**src/rtl/difftest_endpoint_pkg.sv**
```systemverilog
// Shared encodings for the multi-core difftest endpoint: run status codes, FSM states, good-exit value.
package difftest_endpoint_pkg;

  localparam logic [2:0] ST_RUNNING  = 3'd0;
  localparam logic [2:0] ST_GOODTRAP = 3'd1;
  localparam logic [2:0] ST_EXCEED   = 3'd2;
  localparam logic [2:0] ST_FAIL     = 3'd3;
  localparam logic [2:0] ST_STUCK    = 3'd5;

  localparam logic [63:0] EXIT_GOOD = {64{1'b1}};

  typedef enum logic [1:0] {
    S_RUN,
    S_DRAIN,
    S_DONE
  } state_e;

endpackage

```
**src/rtl/difftest_uart_fifo.sv**
```systemverilog
// Per-core UART byte FIFO with drop counting; read data is combinational from the head entry.
// A push while full is dropped (counter saturates) unless the same cycle also pops.
module difftest_uart_fifo #(
  parameter int DEPTH = 16
) (
  input  logic        i_clock,
  input  logic        i_reset_n,
  input  logic        i_push_vld,
  input  logic [7:0]  i_push_dat,
  input  logic        i_pop,
  output logic [7:0]  o_pop_dat,
  output logic        o_full,
  output logic        o_empty,
  output logic [15:0] o_drop_cnt
);

  localparam int AW = $clog2(DEPTH);

  logic [7:0]    r_mem [DEPTH];
  logic [AW-1:0] r_wr_ptr;
  logic [AW-1:0] r_rd_ptr;
  logic [AW:0]   r_count;
  logic [15:0]   r_drop;
  logic          w_push;
  logic          w_pop;

  assign o_full     = (r_count == (AW+1)'(DEPTH));
  assign o_empty    = (r_count == '0);
  assign w_pop      = i_pop && !o_empty;
  assign w_push     = i_push_vld && (!o_full || w_pop);
  assign o_pop_dat  = r_mem[r_rd_ptr];
  assign o_drop_cnt = r_drop;

  // Storage needs no reset: the pointers define which entries are live.
  always_ff @(posedge i_clock) begin
    if (w_push) r_mem[r_wr_ptr] <= i_push_dat;
  end

  always_ff @(posedge i_clock or negedge i_reset_n) begin
    if (!i_reset_n) begin
      r_wr_ptr <= '0;
      r_rd_ptr <= '0;
      r_count  <= '0;
      r_drop   <= '0;
    end else begin
      if (w_push) r_wr_ptr <= r_wr_ptr + AW'(1);
      if (w_pop)  r_rd_ptr <= r_rd_ptr + AW'(1);
      case ({w_push, w_pop})
        2'b10:   r_count <= r_count + (AW+1)'(1);
        2'b01:   r_count <= r_count - (AW+1)'(1);
        default: r_count <= r_count;
      endcase
      if (i_push_vld && !w_push && (r_drop != 16'hFFFF)) r_drop <= r_drop + 16'd1;
    end
  end

endmodule

```
**src/rtl/difftest_endpoint_mc.sv**
```systemverilog
// Multi-core run monitor: latches one run status, counts cycles/steps, merges per-core UART FIFOs round-robin.
// Optional per-core stuck detection under DIFFTEST_STUCK_CHECK_EN; output byte is held until uart_out_ready.
module difftest_endpoint_mc
  import difftest_endpoint_pkg::*;
#(
  parameter  int NUM_CORES  = 2,
  parameter  int STEP_WIDTH = 8,
  parameter  int UART_DEPTH = 16,
  localparam int CW         = (NUM_CORES > 1) ? $clog2(NUM_CORES) : 1
) (
  input  logic                            clock,
  input  logic                            reset_n,
  input  logic [63:0]                     max_cycles,
  input  logic [31:0]                     stuck_limit,
  input  logic [NUM_CORES*STEP_WIDTH-1:0] core_step,
  input  logic [NUM_CORES*64-1:0]         core_exit,
  input  logic [NUM_CORES-1:0]            uart_in_valid,
  input  logic [NUM_CORES*8-1:0]          uart_in_ch,
  output logic                            uart_out_valid,
  input  logic                            uart_out_ready,
  output logic [7:0]                      uart_out_ch,
  output logic [CW-1:0]                   uart_out_core,
  output logic [2:0]                      status,
  output logic                            done,
  output logic [CW-1:0]                   fail_core,
  output logic [63:0]                     fail_code,
  output logic [63:0]                     n_cycles,
  output logic [63:0]                     total_steps,
  output logic [NUM_CORES*16-1:0]         uart_drop
);

  state_e               r_state, w_state_nxt;
  logic [2:0]           r_status;
  logic [CW-1:0]        r_fail_core;
  logic [63:0]          r_fail_code;
  logic [63:0]          r_n_cycles;
  logic [63:0]          r_total_steps;
  logic [NUM_CORES-1:0] r_fin;
  logic [NUM_CORES-1:0] w_fin_nxt;
  logic [63:0]          w_step_sum;
  logic                 w_fail_hit;
  logic [CW-1:0]        w_fail_idx;
  logic [63:0]          w_fail_code;
  logic                 w_stuck_hit;
  logic [CW-1:0]        w_stuck_idx;
  logic                 w_exceed;
  logic                 w_evt;
  logic [2:0]           w_evt_status;

  logic [NUM_CORES-1:0] w_empty;
  logic [NUM_CORES-1:0] w_unused_full;
  logic [NUM_CORES-1:0] w_pop;
  logic [7:0]           w_fifo_dat [NUM_CORES];
  logic [15:0]          w_drop [NUM_CORES];
  logic [CW-1:0]        r_last;
  logic                 r_lock;
  logic [CW-1:0]        r_lock_core;
  logic                 w_rr_vld;
  logic [CW-1:0]        w_rr_idx;
  logic [CW-1:0]        w_sel;
  logic                 w_out_vld;
  logic                 w_hs;

  always_comb begin
    w_step_sum  = '0;
    w_fin_nxt   = r_fin;
    w_fail_hit  = 1'b0;
    w_fail_idx  = '0;
    w_fail_code = '0;
    for (int i = 0; i < NUM_CORES; i++) begin
      w_step_sum = w_step_sum + 64'(core_step[i*STEP_WIDTH +: STEP_WIDTH]);
      if (core_exit[i*64 +: 64] == EXIT_GOOD) w_fin_nxt[i] = 1'b1;
      if (!w_fail_hit && (core_exit[i*64 +: 64] != '0) && (core_exit[i*64 +: 64] != EXIT_GOOD)) begin
        w_fail_hit  = 1'b1;
        w_fail_idx  = CW'(i);
        w_fail_code = core_exit[i*64 +: 64];
      end
    end
  end

`ifdef DIFFTEST_STUCK_CHECK_EN
  logic [31:0] r_timer [NUM_CORES];

  // Timers stop once a core has finished, so a cleanly exited core can never trip STUCK.
  always_ff @(posedge clock or negedge reset_n) begin
    if (!reset_n) begin
      for (int i = 0; i < NUM_CORES; i++) r_timer[i] <= '0;
    end else if (r_state == S_RUN) begin
      for (int i = 0; i < NUM_CORES; i++) begin
        if (!w_fin_nxt[i]) begin
          if (core_step[i*STEP_WIDTH +: STEP_WIDTH] != '0) r_timer[i] <= '0;
          else if (r_timer[i] != 32'hFFFF_FFFF)           r_timer[i] <= r_timer[i] + 32'd1;
        end
      end
    end
  end

  always_comb begin
    w_stuck_hit = 1'b0;
    w_stuck_idx = '0;
    for (int i = 0; i < NUM_CORES; i++) begin
      if (!w_stuck_hit && !w_fin_nxt[i] && (stuck_limit != '0) && (r_timer[i] >= stuck_limit)) begin
        w_stuck_hit = 1'b1;
        w_stuck_idx = CW'(i);
      end
    end
  end
`else
  logic w_unused_stuck;
  assign w_unused_stuck = ^stuck_limit;
  assign w_stuck_hit    = 1'b0;
  assign w_stuck_idx    = '0;
`endif

  assign w_exceed = (max_cycles != '0) && (r_n_cycles >= max_cycles);

  always_comb begin
    w_state_nxt  = r_state;
    w_evt        = 1'b1;
    w_evt_status = ST_RUNNING;
    if (w_fail_hit)        w_evt_status = ST_FAIL;
    else if (w_stuck_hit)  w_evt_status = ST_STUCK;
    else if (w_exceed)     w_evt_status = ST_EXCEED;
    else if (&w_fin_nxt)   w_evt_status = ST_GOODTRAP;
    else                   w_evt        = 1'b0;
    case (r_state)
      S_RUN:   if (w_evt) w_state_nxt = S_DRAIN;
      S_DRAIN: if (&w_empty) w_state_nxt = S_DONE;
      default: w_state_nxt = S_DONE;
    endcase
  end

  always_ff @(posedge clock or negedge reset_n) begin
    if (!reset_n) begin
      r_state       <= S_RUN;
      r_status      <= ST_RUNNING;
      r_fail_core   <= '0;
      r_fail_code   <= '0;
      r_n_cycles    <= '0;
      r_total_steps <= '0;
      r_fin         <= '0;
    end else begin
      r_state <= w_state_nxt;
      if (r_state == S_RUN) begin
        r_n_cycles    <= r_n_cycles + 64'd1;
        r_total_steps <= r_total_steps + w_step_sum;
        r_fin         <= w_fin_nxt;
        if (w_evt) begin
          r_status <= w_evt_status;
          if (w_fail_hit) begin
            r_fail_core <= w_fail_idx;
            r_fail_code <= w_fail_code;
          end else if (w_stuck_hit) begin
            r_fail_core <= w_stuck_idx;
          end
        end
      end
    end
  end

  for (genvar g = 0; g < NUM_CORES; g++) begin : g_fifo
    difftest_uart_fifo #(.DEPTH(UART_DEPTH)) u_fifo (
      .i_clock    (clock),
      .i_reset_n  (reset_n),
      .i_push_vld (uart_in_valid[g] && (r_state == S_RUN)),
      .i_push_dat (uart_in_ch[g*8 +: 8]),
      .i_pop      (w_pop[g]),
      .o_pop_dat  (w_fifo_dat[g]),
      .o_full     (w_unused_full[g]),
      .o_empty    (w_empty[g]),
      .o_drop_cnt (w_drop[g])
    );
    assign w_pop[g]             = w_hs && (w_sel == CW'(g));
    assign uart_drop[g*16 +: 16] = w_drop[g];
  end

  // Search starts one past the last granted core; a pending offer is locked until it handshakes.
  always_comb begin
    w_rr_vld = 1'b0;
    w_rr_idx = '0;
    for (int k = 1; k <= NUM_CORES; k++) begin
      int idx;
      idx = int'(r_last) + k;
      if (idx >= NUM_CORES) idx = idx - NUM_CORES;
      if (!w_rr_vld && !w_empty[idx]) begin
        w_rr_vld = 1'b1;
        w_rr_idx = CW'(idx);
      end
    end
  end

  assign w_sel     = r_lock ? r_lock_core : w_rr_idx;
  assign w_out_vld = r_lock || w_rr_vld;
  assign w_hs      = w_out_vld && uart_out_ready;

  always_ff @(posedge clock or negedge reset_n) begin
    if (!reset_n) begin
      r_last      <= CW'(NUM_CORES - 1);
      r_lock      <= 1'b0;
      r_lock_core <= '0;
    end else if (w_hs) begin
      r_last <= w_sel;
      r_lock <= 1'b0;
    end else if (w_out_vld) begin
      r_lock      <= 1'b1;
      r_lock_core <= w_sel;
    end
  end

  assign uart_out_valid = w_out_vld;
  assign uart_out_ch    = w_out_vld ? w_fifo_dat[w_sel] : 8'h00;
  assign uart_out_core  = w_out_vld ? w_sel : '0;
  assign status         = r_status;
  assign done           = (r_state == S_DONE);
  assign fail_core      = r_fail_core;
  assign fail_code      = r_fail_code;
  assign n_cycles       = r_n_cycles;
  assign total_steps    = r_total_steps;

endmodule

```
**config.mk**
```make
export PLATFORM = sky130hd
export DESIGN_NAME = difftest_endpoint_mc
export DESIGN_NICKNAME = d
export VERILOG_FILES = /design/src/rtl/difftest_endpoint_pkg.sv /design/src/rtl/difftest_uart_fifo.sv /design/src/rtl/difftest_endpoint_mc.sv
export SDC_FILE = /design/constraint.sdc
export NUM_CORES = 1
export LEC_CHECK = 0
export ABC_AREA = 1
export CAP_MARGIN = 15
export CORE_UTILIZATION = 40
export CTS_BUF_LIST = sky130_fd_sc_hd__clkbuf_8
export CTS_CLUSTER_SIZE = 24
export DETAILED_ROUTE_END_ITERATION = 8
export PLACE_DENSITY = 0.66
export SLEW_MARGIN = 40
export SYNTH_ARGS = -nofsm -noshare
export SYNTH_HDL_FRONTEND = slang
export SYNTH_HIERARCHICAL = 1
export SYNTH_SLANG_ARGS = --single-unit
```
**constraint.sdc**
```tcl
create_clock -name clock -period 2.7 [get_ports clock]
set_input_delay 0.405 -clock clock [delete_from_list [all_inputs] [get_ports clock]]
set_output_delay 0.405 -clock clock [all_outputs]
set_load 0.01 [all_outputs]
```
==> metrics.txt <==
sequential share of the synthesized area 0.521; Worst Clk Skew between 30 and 40 ps; synth unique cells between 40 and 50; Post-Route Utilization 0.555; Routed Antenna Nets 0; largest net degree at the start of global routing 70; die area 0.0692 sq mm; Synth async-reset ratio 0.504; Worst setup SP type flip-flop; Yosys top cell area share 0.282; Power Total 30,800 uW; Worst R2R Path Depth 14; Area Overhead vs Synth 37.1%; setup ws final -223 ps; Slew Viols, Final 0; RR Startpoint total_steps[2]; CTS root buffer clkbuf_8; EDFF count, synth approximately 260; Total GRT Usage 0.247; cell taking the most area after synthesis edfxtp_1; Final Cycle Share 1.08; CTS H-tree lvls 3; first drt pass iteration count 8; Mapped Nets approximately 3,400; status finished with violations; IO Port Bufs 466; clock latency on the worst-skew pair between 600 and 700 ps; Initial Util 0.405; Syn Area/Cell just under 9 sq um; power density cells between 800 and 900 mW/mm^2; Worst-path clk slew about 60 ps; CTS Buf Count about 90; Die X around 260 um; net count of the finished layout around 4,100; Synth Cell Area 0.0272 sq mm; pin slew with the least headroom to its limit slightly above 800 ps; FF-to-FF setup slack -210 ps; worst ir drop on vdd ~0.6 mV; 1st-iter DRT viols approximately 1,800; Core ar. ~0.067 sq mm; fraction of layout cells with a size suffix above 1 0.147; Leak between 0.015 and 0.02 uW; drc violations 0; worst min path class input port to async pin; slowest stage cell, crit path dfrtp_2; relative slew slack 0.460; Max FO, Critical Path 33; Setup crit end kind output port; Die H 263 um; # clock sinks 516; delay of the slowest critical-path stage 450 ps; Gate Count Post-Synth 3,061; CP delay by family, top compound AO/OA/AOI/OAI gates; Main synth FF type dfrtp_1; critical path type flip-flop to output port; Max Clk Rate around 0.34 GHz; post-DR wirelength/cell 18.6 um; pre-CTS WS -907 ps; GP Congestion a little over 0.9; Final Routed Wirelength 87,500 um; yosys warns 6; Final Setup Violations 31; TNS Setup -3920 ps; worst path bufs/invs 3; initial antenna violation count 13; vias per std cell between 5 and 6; violated checks negative setup slack; first-pass GRT wire length around 130,000 um; Final Critical Period 2920 ps; clock buffer depth 3; IO Count 500; total number of vias 24,249; Stages on worst setup path 11; worst path required time around 2300 ps; FP Rows between 90 and 100; vias in the first global route roughly 23,000; CTS tree built; CP cell instances buf_4 -> buf_12 -> nor2_1 -> nor2_1 -> o21ai_0 -> o211ai_1 -> nand3_1 -> nand2_1 -> o21ai_0 -> nor2_4 -> buf_6; FF-to-FF End total_steps[41]; Final Hold Viols 0; GRT overflow 0; Worst EP arrival 2520 ps; FF+latch count, synth 516; RSZ-0062 raised after global routing true; max-capacitance violation count 0; top cells by area, synth edfxtp_1 (28%), dfrtp_1 (24%), nand2_1 (9.0%); dpl hpwl between 60,000 and 70,000 um
==> registers in the layout, summed over array words and instances (netlist names), 8 cells and up <==
signal and flops:
g_fifo.u_fifo/r_mem 256, g_fifo.u_fifo/r_wr_ptr 8, g_fifo.u_fifo/r_rd_ptr 8, n_cycles 64, fail_code 64, g_fifo.u_fifo/r_count 10
total_steps 64, g_fifo.u_fifo/o_drop_cnt 32
==> logic make-up (layout without fill, tap and decap cells) <==
| family | Yosys count | after routing | synth area share |
|---|---|---|---|
| adder cells (fa/ha/maj) | 102 | 102 | 0.0499 |
| buffers and inverters | 406 | 1178 | 0.0590 |
| AO/OA/AOI/OAI | 341 | 341 | 0.0722 |
| XOR/XNOR | 150 | 150 | 0.0482 |
| other | 1 | 9 | 0.000138 |
| AND/OR/NAND/NOR | 1545 | 1545 | 0.249 |
| flip-flops | 516 | 516 | 0.521 |
==> cells in the final DEF (no fill, tap or decap), types with 5 or more instances in the layout <==
cell type,Yosys,routed
nand2_1,655,628
clkdlybuf4s50_1,0,455
nor2_1,432,375
inv_1,310,332
dfrtp_1,259,257
edfxtp_1,256,256
buf_4,7,166
nand3_1,174,165
o21ai_0,191,155
nand4_1,115,115
xor2_1,114,114
clkbuf_8,0,100
ha_1,91,81
nor3_1,71,68
o211ai_1,64,64
a21oi_1,59,52
nor2_4,9,42
buf_6,4,42
nor4_1,37,37
nor2_2,11,35
xnor2_1,36,35
o21ai_1,1,31
nand2_2,8,24
buf_12,0,24
o21ai_2,16,20
clkinv_1,6,15
inv_2,6,14
nand3_2,5,13
nand3b_1,12,12
nand2_4,0,10
clkinv_2,2,10
ha_4,0,9
diode_2,0,8
a21oi_2,0,7
fa_2,0,6
fa_1,11,5
==> metrics by stage <==
stage,hold slack [ps],cells,cell area (sq um)
2_1_floorplan,109,3061,27300
3_3_place_gp,434,4514,34400
3_5_place_dp,445,4514,34400
4_1_cts,272,4693,36700
5_1_grt,287,4713,37300
6_report,289,4714,37300
==> report_power, final <==
part / switching (uW) / internal [uW] / leakage (uW)
clock: 3290 / 3490 / 0.000977
sequential: 935 / 9340 / 0.00559
combinational: 7470 / 6230 / 0.00914
total: 11700 / 19100 / 0.0157
==> cell usage after synthesis (7+ instances only) <==
cell type	instances
nor3_1	71
nor2_1	432
nand3_1	174
nand3b_1	12
dfrtp_1	259
nand2_1	655
a21oi_1	59
nand4_1	115
clkbuf_1	51
buf_4	7
buf_2	19
ha_1	91
fa_1	11
nor2_2	11
o21ai_2	16
nand2_2	8
nor4_1	37
o211ai_1	64
o21ai_0	191
xor2_1	114
xnor2_1	36
inv_1	310
edfxtp_1	256
nor2_4	9
==> timing repair <==
action                                  CTS  global route
endpoints found under the hold margin    64             0
setup buffers                            19            14
gates cloned                              5             2
resized for setup                       145           160
endpoints found under the setup margin   43           328
hold buffers                              1             0
pin swaps                                69            65
==> cell type report <==
class / instances / area, sq um
sequential: 516 / 14200
timing repair buffer: 698 / 6960
antenna: 8 / 20.0
multi-input combinational: 2139 / 12200
clock buffer: 100 / 1380
tap: 873 / 1090
fill: 6014 / 29900
clock inverter: 56 / 300
inverter: 324 / 1230
==> worst max path at each step <==
stage | startpoint | to | slack (ps)
floorplan | core_step[1] | total_steps[47] | -20
global placement | core_step[0] | total_steps[41] | -850
detailed placement | core_step[0] | total_steps[41] | -910
CTS | g_fifo[1].u_fifo/r_rd_ptr[0] | uart_out_ch[1] | -280
global route | g_fifo[0].u_fifo/r_rd_ptr[0] | uart_out_ch[2] | -380
finish | g_fifo[0].u_fifo/r_rd_ptr[0] | uart_out_ch[2] | -220
==> worst reg2reg max path, delay by kind of cell, from the launching register on <==
kind / cells / cell delay, ps
XOR/XNOR: 1 / 130
adder cells (fa/ha/maj): 2 / 1000
buffers and inverters: 3 / 300
flip-flops: 1 / 400
AND/OR/NAND/NOR: 8 / 1010
==> routing by layer <==
| metal | up-vias | track usage | routed length, um |
|---|---|---|---|
| met4 | 10 | 0.0778 | 2440 |
| met2 | 852 | 0.413 | 42400 |
| met1 | 11515 | 0.317 | 36000 |
| met3 | 167 | 0.0574 | 6570 |
| li1 | 11705 | - | - |
| met5 | - | 0 | 76 |
No activity file was read; power rests on OpenSTA's default activity.
